===== config.mk =====
export PLATFORM = sky130hd
export DESIGN_NAME = gnr_attractor_ctrl
export DESIGN_NICKNAME = d
export VERILOG_FILES = /design/src/rtl/gnr_pkg.sv /design/src/rtl/gnr_attractor_ctrl.sv
export SDC_FILE = /design/constraint.sdc
export NUM_CORES = 1
export LEC_CHECK = 0
export CELL_PAD_IN_SITES_DETAIL_PLACEMENT = 0
export CELL_PAD_IN_SITES_GLOBAL_PLACEMENT = 1
export CORE_AREA = 2 2 382 384
export DETAILED_ROUTE_END_ITERATION = 10
export DIE_AREA = 0 0 384 386
export PLACE_DENSITY = 0.51
export SLEW_MARGIN = 20
export SYNTH_ARGS = -nofsm -noshare
export SYNTH_HDL_FRONTEND = slang
export SYNTH_SLANG_ARGS = --single-unit

===== constraint.sdc =====
create_clock -name i_clk -period 23.9 [get_ports i_clk]
set_input_delay 4.78 -clock i_clk [delete_from_list [all_inputs] [get_ports i_clk]]
set_output_delay 4.78 -clock i_clk [all_outputs]
set_load 0.02 [all_outputs]

===== src/rtl/gnr_pkg.sv =====
// Shared definitions for the gene-regulatory-network attractor sequencer.
package gnr_pkg;

  localparam int GNR_N_NODES = 188;
  localparam int GNR_CNT_W   = 16;

  typedef enum logic [2:0] {
    S_IDLE   = 3'd0,
    S_LOAD   = 3'd1,
    S_RUN    = 3'd2,
    S_PERIOD = 3'd3,
    S_DONE   = 3'd4
  } gnr_state_t;

endpackage


===== src/rtl/gnr_attractor_ctrl.sv =====
// Floyd cycle-detection sequencer: loads a seed, runs tortoise/hare until they meet, then measures period.
// Step strobes are combinational so a meet or budget limit stops them in the same cycle (no overshoot).
module gnr_attractor_ctrl
  import gnr_pkg::*;
#(
  parameter int N_NODES   = GNR_N_NODES,
  parameter int CNT_W     = GNR_CNT_W,
  parameter int MAX_STEPS = 65535
) (
  input  logic               i_clk,
  input  logic               i_rst,
  input  logic               i_start,
  input  logic [N_NODES-1:0] i_seed,
  input  logic [N_NODES-1:0] i_s0_vec,
  input  logic [N_NODES-1:0] i_s1_vec,
  output logic [N_NODES-1:0] o_init_state,
  output logic               o_reset_nos,
  output logic               o_start_s0,
  output logic               o_start_s1,
  output logic               o_busy,
  output logic               o_done,
  output logic               o_timeout,
  output logic [CNT_W-1:0]   o_meet_steps,
  output logic [CNT_W-1:0]   o_period,
  output logic [N_NODES-1:0] o_attractor
);

  localparam logic [CNT_W-1:0] LP_MAX = CNT_W'(MAX_STEPS);
  localparam logic [CNT_W-1:0] LP_TWO = CNT_W'(2);

  gnr_state_t         r_state;
  logic [CNT_W-1:0]   r_steps;
  logic [CNT_W-1:0]   r_lam;
  logic [N_NODES-1:0] r_init_state;
  logic               r_timeout;
  logic [CNT_W-1:0]   r_meet_steps;
  logic [CNT_W-1:0]   r_period;
  logic [N_NODES-1:0] r_attractor;

  logic w_eq;
  logic w_hit;
  logic w_steps_max;
  logic w_lam_max;
  logic w_per_hit;

  assign w_eq        = (i_s0_vec == i_s1_vec);
  // Steps 0 and 1 always compare equal (tortoise advances on the first strobe), so they are excluded.
  assign w_hit       = w_eq && (r_steps >= LP_TWO);
  assign w_steps_max = (r_steps == LP_MAX);
  assign w_lam_max   = (r_lam == LP_MAX);
  assign w_per_hit   = w_eq && (r_lam != '0);

  assign o_reset_nos = (r_state == S_LOAD);
  assign o_start_s0  = (r_state == S_RUN) && !w_hit && !w_steps_max;
  assign o_start_s1  = ((r_state == S_RUN) && !w_hit && !w_steps_max) ||
                       ((r_state == S_PERIOD) && !w_per_hit && !w_lam_max);

  assign o_busy       = (r_state != S_IDLE);
  assign o_done       = (r_state == S_DONE);
  assign o_init_state = r_init_state;
  assign o_timeout    = r_timeout;
  assign o_meet_steps = r_meet_steps;
  assign o_period     = r_period;
  assign o_attractor  = r_attractor;

  always_ff @(posedge i_clk or posedge i_rst) begin
    if (i_rst) begin
      r_state      <= S_IDLE;
      r_steps      <= '0;
      r_lam        <= '0;
      r_init_state <= '0;
      r_timeout    <= 1'b0;
      r_meet_steps <= '0;
      r_period     <= '0;
      r_attractor  <= '0;
    end else begin
      case (r_state)
        S_IDLE: begin
          if (i_start) begin
            r_init_state <= i_seed;
            r_timeout    <= 1'b0;
            r_meet_steps <= '0;
            r_period     <= '0;
            r_attractor  <= '0;
            r_state      <= S_LOAD;
          end
        end
        S_LOAD: begin
          r_steps <= '0;
          r_state <= S_RUN;
        end
        S_RUN: begin
          if (w_hit) begin
            r_meet_steps <= r_steps;
            r_attractor  <= i_s0_vec;
            r_lam        <= '0;
            r_state      <= S_PERIOD;
          end else if (w_steps_max) begin
            r_timeout <= 1'b1;
            r_state   <= S_DONE;
          end else begin
            r_steps <= r_steps + 1'b1;
          end
        end
        S_PERIOD: begin
          // Tortoise is frozen at the meet point; hare walks until it returns to it.
          if (w_per_hit) begin
            r_period <= r_lam;
            r_state  <= S_DONE;
          end else if (w_lam_max) begin
            r_timeout <= 1'b1;
            r_state   <= S_DONE;
          end else begin
            r_lam <= r_lam + 1'b1;
          end
        end
        S_DONE: begin
          r_state <= S_IDLE;
        end
        default: begin
          r_state <= S_IDLE;
        end
      endcase
    end
  end

endmodule


Yosys cells after proc, flatten, opt, wreduce, memory -nomap -nowiden
Index checks and enable logic that the tools add are counted.
{"block": "classes", "n_eq_ne": 18, "muxes": 27, "addsub": 2, "order_cmp": 1, "n_reduce_logical": 26}
{"cell": "$mux W188", "n": 2}
{"cell": "$pmux W188 S2", "n": 1}
{"cell": "$eq A188 B188 Y1", "n": 1}
{"cell": "$mux W16", "n": 8}
{"cell": "$pmux W16 S2", "n": 4}
{"cell": "$add A16 B1 Y16 const B", "n": 2}
{"cell": "$eq A16 B16 Y1 const B", "n": 2}
{"cell": "$ne A2 B2 Y1 const B", "n": 9}
{"cell": "$ge A16 B2 Y1 const B", "n": 1}
{"cell": "$reduce_bool A16 Y1", "n": 1}
{"cell": "$mux W3", "n": 5}
{"cell": "$pmux W3 S4", "n": 1}
{"cell": "$reduce_and A3 Y1", "n": 4}
{"cell": "$reduce_bool A2 Y1", "n": 4}
{"cell": "$eq A3 B2 Y1 const B", "n": 2}
{"cell": "$logic_and A1 B1 Y1", "n": 6}
{"cell": "$ne A3 B3 Y1 const B", "n": 2}
{"cell": "$reduce_and A6 Y1", "n": 1}
{"cell": "$reduce_bool A3 Y1", "n": 2}
{"cell": "$mux W1", "n": 5}
{"cell": "$logic_not A1 Y1", "n": 4}
{"cell": "$reduce_and A4 Y1", "n": 1}
{"cell": "$eq A3 B1 Y1 const B", "n": 1}
{"cell": "$eq A3 B3 Y1 const B", "n": 1}
{"cell": "other kinds (4)", "n": 4}
{"block": "word_totals", "out_inout_bits": 414, "reg_bits": 444}

Logic depth before layout (Yosys ltp)
{"block": "logic_depth", "word_depth": 6, "ltp_mapped": 11}

Worst setup path after synthesis
Ideal clock, no wire load.
{"block": "synth_path", "path_kind": "input to output", "startpoint": "input port i_s0_vec[158]", "endpoint": "output port o_start_s1", "path_slack_ps": 12614, "t_required_ps": 19120, "cell_stages": 8, "t_arrival_ps": 6506, "cell_sequence": "nor2b_1 > a2111o_1 > nor4_1 > nand4_1 > nor4_2 > buf_4 > a21o_4 > o21ai_1"}
{"block": "synth_between", "elab_chain_len": 6}
{"item": "start: declaration", "line": "gnr_attractor_ctrl.sv:14", "text": "input logic [N_NODES-1:0] i_s0_vec,"}
{"item": "$eq A188 B188 Y1 (*)", "line": "gnr_attractor_ctrl.sv:46", "text": "assign w_eq = (i_s0_vec == i_s1_vec);"}
{"item": "$logic_and A1 B1 Y1, on equally long branches", "line": "gnr_attractor_ctrl.sv:48, gnr_attractor_ctrl.sv:51"}
{"item": "$logic_not A1 Y1, on equally long branches", "line": "gnr_attractor_ctrl.sv:55, gnr_attractor_ctrl.sv:56"}
{"item": "$logic_and A1 B1 Y1, on equally long branches (2 in a row)", "line": "gnr_attractor_ctrl.sv:55, gnr_attractor_ctrl.sv:56"}
{"item": "$logic_or A1 B1 Y1 (*)", "line": "gnr_attractor_ctrl.sv:55", "text": "assign o_start_s1 = ((r_state == S_RUN) && !w_hit && !w_steps_max) ||"}
{"item": "end: declaration", "line": "gnr_attractor_ctrl.sv:19", "text": "output logic o_start_s1,"}
Every way passes the cells marked *; elsewhere a longest branch is shown, timed or not.

Worst setup path after layout
{"block": "layout_path", "startpoint": "input port i_s0_vec[139]", "endpoint": "output port o_start_s1"}
The elaborated chain is that of the path after synthesis.

==> impl_metrics.csv <==
group,metric,value,unit
status,status,"finished, final reports clean",
critical_path,path_max_fanout,23,
yosys,yosysMostFrequentCell,"dfrtp_1",
clocking,post_cts_resize_count,0,
global_routing,grt_use_total,17.8,%
timing,finalCriticalPeriod,14.33,ns
yosys,synth_cells,1872,
critical_path,cp-end-kind,"output pin",
place,portBuffers,980,
place,place_congestion,0.857,
global_routing,grt_max_degree,130,
critical_path,path_cells,"clkdlybuf4s50_1 > xnor2_1 > buf_4 > nand4_1 > nor4_1 > nand4_1 > nor4_4 > buf_4 > and2_1 > o21ai_1 > clkdlybuf4s50_1",
timing,worst_pin_slew,1.05,ns
global_routing,grt_pass1_wl,176,mm
place,dpl.cell_count,4688,
drt,ant_nets,0,
yosys,syn-num-nets,2443,
place,dp_hpwl,112,mm
clocking,max-clock-path-buffers,3,
drt,drtIter0Drc,912,
drt,vias,18100,
yosys,muxShareOfSynthArea,11.0,%
place,postPlaceCellArea,0.0320,sq mm
floorplan,die_x,384,microns
clocking,cts_sinks,444,
yosys,netlist_top_cells_count,"444 x dfrtp_1, 435 x nand2_1, 189 x mux2_2, 163 x xnor2_1, 144 x o21ai_1",
yosys,synth_area_leaders,"dfrtp_1 56%, mux2_2 11%, nand2_1 8.2%",
timing,slew_viol_final,0,
drt,wl,136,mm
timing,hold_viol_final,0,
power,leakage,13.1,nW
global_routing,busiest_layer,"met2",
drt,drc_errors,0,
flow_run,drv_cap,0,
yosys,ys.warnings.count,0,
drt,first_pass_iters,5,
critical_path,path_class,"input pin to output pin",
yosys,synth-simple-area-share,13.9,%
clocking,cts_buffers,60,
timing,rsz0062_at_grt,"no",
cells_and_area,post-route-util,23.6,%
timing,fmax,69.8,MHz
yosys,synth-seq-cells,444,
power,p_per_area,60.4,mW/mm^2
yosys,ys_seq_area_share,55.9,%
power,ir_worst_vdd,0.0573,mV
floorplan,ioPinCount,981,
floorplan,dieArea,0.148,sq mm
critical_path,max_stage_delay,0.63,ns
global_routing,grt_pass1_vias,18400,
cells_and_area,drive_gt1_share,11.8,%
yosys,synth_flop_cell,"dfrtp_1",
global_routing,use_met2,30.8,%
yosys,yosys.area_share.adder,0.252,%
clocking,cts_setup_buffers,0,
timing,finalSetupViolations,0,
floorplan,rows,140,
cells_and_area,nNetsFinal,3405,
yosys,synth_top_cell_by_area,"dfrtp_1",
global_routing,met3_usage,5.00,%
yosys,synth_enable_flop_cells,0,
critical_path,critical_path_arrival,9.55,ns
clocking,cts_tree,"done",
clocking,htree_levels,2,
critical_path,worst_path_max_delay_cell,"nor4_1",
drt,detail_route.wl_per_cell,28.3,microns
cells_and_area,fin_cells,4803,
yosys,synth_xor_area_share,7.28,%
global_routing,grtUsageMet1,22.3,%
critical_path,rrSetupSlack,19.04,ns
clocking,cts-hold-fix-buffers,0,
timing,tns,0,ns
timing,max_slew_margin,29.7,%
critical_path,crit_path_start_kind,"input pin",
floorplan,initial_utilization,13.7,%
yosys,syn_avg_cell_area,10.6,sq um
timing,finalCritPeriodShare,59.9,%
floorplan,die_h,386,microns
timing,hold_slack,0.472,ns
yosys,syn_area,0.0199,sq mm
yosys,synthArstFlopShare,100,%
yosys,synth_top_cell_area_share,55.9,%
yosys,ys_types,52,
clocking,clk_pin_slew,0.06,ns
clocking,cts-root-buf,"clkbuf_16",
cells_and_area,final_cell_area,0.0341,sq mm
global_routing,overflow,0,
critical_path,crit_required,19.12,ns
global_routing,antenna_found_initial,36,
drt,vias_per_cell,3.78,
yosys,synth_top_family_by_area,"simple AND/OR/NAND/NOR gates",
timing,skew,0.0545,ns
floorplan,core-area,0.145,sq mm
hold_path,min_path_type,"flop to flop",
cells_and_area,area_growth,71.9,%
clocking,clock_latency,0.69,ns
yosys,synth_compound_area_share,8.78,%
hold_path,min_path_cells,2,
critical_path,reg2reg_depth,9,
metrics by stage:
stage                     total power [mW]  setup WS, ns
final                                 2.06          9.57
after global placement                1.10          8.24
after detailed placement              1.10          9.30
after global routing                  2.15          9.28
after CTS                             2.11          9.28
after floorplan                      0.875          6.75
cell families (layout without fill, tap and decap cells):
kind of cell / after synthesis / count (layout)
multiplexers: 195 / 195
other: 0 / 4
buffers and inverters: 136 / 1146
AND/OR/NAND/NOR: 620 / 620
flip-flops: 444 / 444
AO/OA/AOI/OAI: 308 / 308
XOR/XNOR: 165 / 165
adder cells (fa/ha/maj): 4 / 4
sequential cells by signal, indices dropped and copies added (netlist names):
register / flops
o_init_state: 188
r_steps: 16
o_attractor: 188
o_meet_steps: 16
r_lam: 16
o_period: 16
r_state: 3
o_timeout: 1
path summary, 6_finish.rpt:
check / startpoint / endpoint
max in group asynchronous: i_rst / r_steps[13]
max reg2reg: r_steps[0] / o_attractor[87]
max: i_s0_vec[139] / o_start_s1
min: o_attractor[49] / o_attractor[49]
min in group asynchronous: i_rst / o_attractor[122]
min reg2reg: o_attractor[49] / o_attractor[49]
critical path, delay by kind of cell:
kind	cells	cell delay [ns]
AO/OA/AOI/OAI	1	0.23
XOR/XNOR	1	0.27
buffers and inverters	4	1.58
AND/OR/NAND/NOR	5	2.64
cell usage in the layout, fill, tap and decap left out, types with 11 or more instances in the layout:
master / synthesis / routed
and3_1: 11 / 11
buf_4: 4 / 22
o21ai_0: 85 / 85
xnor2_1: 163 / 156
o31ai_1: 19 / 19
nand2b_1: 20 / 20
nand4_1: 54 / 54
o21ai_1: 144 / 144
nand2_1: 435 / 434
mux2_2: 189 / 189
clkbuf_16: 0 / 60
nor4_1: 19 / 17
clkdlybuf4s50_1: 0 / 980
nor2b_1: 11 / 11
a21oi_1: 11 / 11
nor2_1: 19 / 17
clkbuf_8: 0 / 23
inv_1: 28 / 27
nand3_1: 15 / 15
dfrtp_1: 444 / 444
routing by layer:
metal	wire (microns)	part of all wire, %
met1	57800	42
met2	66800	49
met3	9820	7.2
met4	1520	1.1
met5	137	0.10
power by group:
group	total [mW]	internal, mW	switching [mW]
registers	0.781	0.771	0.0103
clock network	0.984	0.587	0.397
logic	0.295	0.150	0.145
total	2.06	1.51	0.553
area by class of cell:
class                   instances  area (sq um)
repair buffers               1007         10100
clock inverters                20           302
well taps                    1917          2400
fillers                     15700        110000
diodes                          4          10.0
clock buffers                  90          1840
flip-flops and latches        444         11100
multi-input cells            1292          8300
inverters                      29           116
No activity file was read; power rests on OpenSTA's default activity.
